===== config.mk =====
export PLATFORM = sky130hd
export DESIGN_NAME = sata_oob_encoder
export DESIGN_NICKNAME = d
export VERILOG_FILES = /design/src/rtl/sata_oob_encoder.sv
export SDC_FILE = /design/constraint.sdc
export NUM_CORES = 1
export LEC_CHECK = 0
export ABC_AREA = 1
export ABC_CLOCK_PERIOD_IN_PS = 1350
export CORE_ASPECT_RATIO = 1.4
export CORE_UTILIZATION = 40
export DETAILED_ROUTE_END_ITERATION = 7
export GPL_TIMING_DRIVEN = 0
export HOLD_SLACK_MARGIN = 0.1
export PLACE_DENSITY_LB_ADDON = 0.08
export REMOVE_ABC_BUFFERS = 1
export SYNTH_ARGS = -nofsm -noshare
export SYNTH_HDL_FRONTEND = slang
export SYNTH_SLANG_ARGS = --single-unit

===== constraint.sdc =====
create_clock -name clk -period 1.35 [get_ports clk]
set_clock_uncertainty 0.2 [all_clocks]
set_input_delay 0.405 -clock clk [delete_from_list [all_inputs] [get_ports clk]]
set_output_delay 0.405 -clock clk [all_outputs]
set_load 0.02 [all_outputs]

===== src/rtl/sata_oob_encoder.sv =====
// SATA transmit-side OOB encoder: six ALIGN bursts separated by electrical-idle gaps
// (COMINIT/COMRESET or COMWAKE), driving the PHY txelecidle control.
module sata_oob_encoder #(
  parameter int CLKFREQ = 100_000
) (
  input  logic clk,
  input  logic reset,
  input  logic cominit_req,
  input  logic comwake_req,
  input  logic abort,
  output logic txelecidle,
  output logic busy,
  output logic oobtype,
  output logic done
);

  localparam longint REFFREQ = 1_500_000;

  // Lengths are specified in 1.5 GHz line periods; convert to clk cycles, rounded, min 1.
  function automatic int to_clk_cycles(input longint ref_periods);
    longint r;
    r = (ref_periods * CLKFREQ + REFFREQ / 2) / REFFREQ;
    return (r < 1) ? 1 : int'(r);
  endfunction

  localparam int BURST_LEN   = to_clk_cycles(160);
  localparam int GAPINIT_LEN = to_clk_cycles(480);
  localparam int GAPWAKE_LEN = to_clk_cycles(160);
  localparam int LEN_MAX     = (BURST_LEN > GAPINIT_LEN) ? BURST_LEN : GAPINIT_LEN;
  localparam int LEN_W       = $clog2(LEN_MAX + 1);

  localparam logic [LEN_W-1:0] BURST_LAST   = LEN_W'(BURST_LEN - 1);
  localparam logic [LEN_W-1:0] GAPINIT_LAST = LEN_W'(GAPINIT_LEN - 1);
  localparam logic [LEN_W-1:0] GAPWAKE_LAST = LEN_W'(GAPWAKE_LEN - 1);
  localparam logic [2:0]       LAST_BURST   = 3'd5;

  typedef enum logic [1:0] {
    IDLE  = 2'd0,
    BURST = 2'd1,
    GAP   = 2'd2,
    TAIL  = 2'd3
  } state_t;

  state_t           state;
  state_t           state_next;
  logic [LEN_W-1:0] len_cnt;
  logic [LEN_W-1:0] len_cnt_next;
  logic [2:0]       burst_cnt;
  logic [2:0]       burst_cnt_next;
  logic             oobtype_next;
  logic             done_next;
  logic [LEN_W-1:0] gap_last;

  always_ff @(posedge clk) begin
    if (reset) begin
      state      <= IDLE;
      len_cnt    <= '0;
      burst_cnt  <= '0;
      oobtype    <= 1'b0;
      done       <= 1'b0;
      txelecidle <= 1'b1;
      busy       <= 1'b0;
    end else begin
      state      <= state_next;
      len_cnt    <= len_cnt_next;
      burst_cnt  <= burst_cnt_next;
      oobtype    <= oobtype_next;
      done       <= done_next;
      // Outputs are registered from the next state so they line up with it.
      txelecidle <= (state_next != BURST);
      busy       <= (state_next != IDLE);
    end
  end

  always_comb begin
    state_next     = state;
    len_cnt_next   = len_cnt + LEN_W'(1);
    burst_cnt_next = burst_cnt;
    oobtype_next   = oobtype;
    done_next      = 1'b0;
    gap_last       = oobtype ? GAPWAKE_LAST : GAPINIT_LAST;

    case (state)
      IDLE: begin
        len_cnt_next   = '0;
        burst_cnt_next = '0;
        // The done cycle is still post-sequence; requests seen then are dropped.
        if (!done) begin
          if (cominit_req) begin
            oobtype_next = 1'b0;
            state_next   = BURST;
          end else if (comwake_req) begin
            oobtype_next = 1'b1;
            state_next   = BURST;
          end
        end
      end
      BURST: begin
        if (len_cnt == BURST_LAST) begin
          len_cnt_next = '0;
          state_next   = (burst_cnt < LAST_BURST) ? GAP : TAIL;
        end
      end
      GAP: begin
        if (len_cnt == gap_last) begin
          len_cnt_next   = '0;
          burst_cnt_next = burst_cnt + 3'd1;
          state_next     = BURST;
        end
      end
      TAIL: begin
        if (len_cnt == gap_last) begin
          len_cnt_next = '0;
          state_next   = IDLE;
          done_next    = 1'b1;
        end
      end
      default: begin
        len_cnt_next = '0;
        state_next   = IDLE;
      end
    endcase

    if (abort && (state != IDLE)) begin
      state_next     = IDLE;
      len_cnt_next   = '0;
      burst_cnt_next = '0;
      done_next      = 1'b0;
    end
  end

endmodule

==> key figures <==
Run status
  – Status: finished, violations left
  – Failing checks: setup timing

Critical path
  – CP max stage delay: 420 ps
  – Critical path class: register to output port
  – Crit-path cells: buf_6
  – Top Family by Delay on Critical Path: flip-flops
  – CP Max Fanout: 7
  – Worst R2R End: len_cnt[4]
  – Crit path required time: 750 ps
  – Buffers plus inverters on the worst setup path: 1
  – Crit end category: output port
  – CP Launch Type: register
  – Crit path DAT: 830 ps
  – Slowest CP cell: dfxtp_4
  – RR Startpoint: oobtype
  – CP startpoint: oobtype
  – R2r setup slk: -70 ps
  – R2R cell count: 8

Min path
  – Hold EP: burst_cnt[1]
  – HP Class: register to register
  – Worst hold path depth: 2
  – Hold Startpoint: burst_cnt[1]

Global routing
  – Vias in the first global route: 672
  – GRT Total Usage: 0.1757
  – Antenna violations before repair: 0
  – Largest net degree at the start of global routing: 9
  – Global route total overflow: 0
  – Global-route wire length before repair: 2801 um

STA
  – Max-slew headroom: 0.8515
  – Fin crit share: 1.062
  – Slew Viols, Final: 0
  – Hold slack: 279.3 ps
  – Final Hold Fails: 0
  – Minimum clock period: 1434 ps
  – Worst Slack Setup Final: -84.13 ps
  – Final setup viols: 16
  – RSZ-0062 raised after global routing: yes
  – Worst-Margin Slew: 222.4 ps
  – Setup TNS: -880.4 ps
  – Fmax: 697.3 MHz

Drt
  – DR pass1 iterations: 4
  – Detailed-route DRC error count: 0
  – Detail Route Antenna Nets: 0
  – Routed wire length: 1664 um
  – Vias: 719
  – Initial DRC count: 6
  – Via density: 4.891
  – Avg WL per Cell: 11.32 um

Finish
  – Final #Nets: 135
  – Commonest cells after routing, fill and taps aside: 14 x nand2_1, 12 x nand2_2, 12 x nor2_2
  – Layout fillers: 205
  – Antenna diodes: 0
  – Commonest non-fill, non-tap cell in the layout: nand2_1
  – Layout cells sized above 1: 0.5238
  – Area delta synth->final: 30.84%
  – Post-Layout Cell Count: 147
  – Final Core Density: 0.5501

Yosys
  – Main combinational cell family by area after synthesis: simple AND/OR/NAND/NOR gates
  – Syn avg cell area: 7.450 um^2
  – Post-Synth Simple-Gate Area: 0.3710
  – Adder-Cell Fraction of Synth Area: 0.04580
  – #FFs+latches synth: 15
  – Gate Count Post-Synth: 110
  – Post-synthesis xor/xnor area fraction: 0.06412
  – Sequential area share after synthesis: 0.3664
  – Ranking of synthesized cells by area: dfxtp_1 37%, nand2_1 9.2%, nor2_2 8.4%, nand3_1 5.5%, ha_1 4.6%
  – Ys Warns: 0
  – Synth Area in Compound Gates: 0.08244
  – Yosys top cell area share: 0.3664
  – Synth cell types: 22
  – Syn Std Cell Area: 819.5 um^2
  – Area leader, netlist: dfxtp_1
  – Mux cell area share after synthesis: 0

Place
  – I/O Buffers: 8
  – GPL Wtd Cong: 0.7067
  – Final HPWL DP: 1190 um
  – Dpl cells: 138

Pwr
  – Power Total: 0.9082 mW
  – Clock share of power: 0.289
  – Part of the power in registers: 0.524
  – Part of the power in combinational logic: 0.188
  – VDD IR max: 662.1 uV
  – LEAKAGE: 0.4545 nW
  – Pwr Density: 847.0 mW/mm^2
  – Switch Pwr: 0.2610 mW
  – Sw Ratio: 0.2874
  – Internal: 0.6472 mW

Run
  – Max-Cap Viols: 0

Die
  – CORE AREA: 0.001949 mm^2
  – I/O pin cnt: 9
  – Initial Utilization: 0.4204
  – Die height: 55.56 um
  – FP Rows: 19
  – Die X: 40.26 um
  – DIE AREA: 0.002236 mm^2

Clocking
  – Clock transition at the registers of the reported paths: 90 ps
  – Later-pin clock latency in the skew report: 280 ps
  – Clock Sinks: 15
  – CTS HTree Levels: 1
  – TritonCTS clock tree: built
  – CTS max path bufs: 2
  – TritonCTS buffer count: 3
  – Clock root cell: clkbuf_4
## cell type report
type / instances / area [um^2] / share of cell area
clock buffer: 4 / 26.28 / 0.02450
inverter: 14 / 55.05 / 0.05134
multi-input combinational: 80 / 520.5 / 0.4854
sequential: 15 / 321.6 / 0.2999
tap: 21 / 26.28 / 0.02450
timing repair buffer: 13 / 122.6 / 0.1144
## power by group through the flow
stage	Clock [mW]	Combinational, mW	Sequential, mW
2_1_floorplan	0	0.0806	0.496
3_3_place_gp	0	0.141	0.485
5_1_grt	0.286	0.186	0.479
3_5_place_dp	0	0.143	0.484
6_report	0.262	0.170	0.476
4_1_cts	0.273	0.146	0.475
## repair_timing
item | 4_1_cts | 5_1_grt
pin swaps | 3 | 11
setup buffers | 2 | 3
gates resized for setup | 38 | 22
gates cloned | 0 | 0
endpoints found under the setup margin | 18 | 19
hold buffers | 0 | 0
## sequential cells by signal, indices dropped and copies added (netlist names)
register and cells:
busy 1, len_cnt 6, done 1, txelecidle 1, oobtype 1, burst_cnt 3, state 2
## cell usage after synthesis (all sizes together)
master / n
nor2: 20
dfxtp: 15
o21ai: 7
xor2: 4
a21oi: 4
inv: 13
a31o: 1
buf: 1
ha: 3
xnor2: 2
nand2: 27
clkinv: 1
nor3: 1
nand3: 11
## metrics by stage
step	setup WS, ps	cell area (um^2)
4_1_cts	-84.19	984.7
2_1_floorplan	-163.0	814.5
5_1_grt	-149.0	1072
3_3_place_gp	-406.7	920.9
6_report	-84.13	1072
3_5_place_dp	-415.9	920.9
## worst reg2reg max path, stage by stage (launching register included)
cell	delay [ps]
dfxtp_4	390
nand2_2	80
nand3_2	70
nor2_2	130
nand3_2	110
nand2_2	120
nand2_2	70
nand2_4	120
nor2_2	40
## per-layer routing
metal | global-route usage | part of all wire
met1 | 0.2077 | 0.41
met2 | 0.2903 | 0.56
met3 | 0.02410 | 0.013
met4 | 0.08571 | 0.019
met5 | 0 | 0
## cell families after synthesis
| group | after synthesis |
|---|---|
| flops | 15 |
| simple gates | 59 |
| xor+xnor | 6 |
| buf+inv | 15 |
| compound gates | 12 |
| fa+ha+maj | 3 |
## worst max path at each step
stage	slack (ps)	depth (start not counted)	endpoint
after CTS	-80	8	txelecidle
after floorplan	-160	7	txelecidle
after global placement	-410	8	len_cnt[0]
after global routing	-150	8	len_cnt[3]
final	-80	1	oobtype
after detailed placement	-420	8	len_cnt[0]
Note: power is estimated with default switching activity, not from simulation.
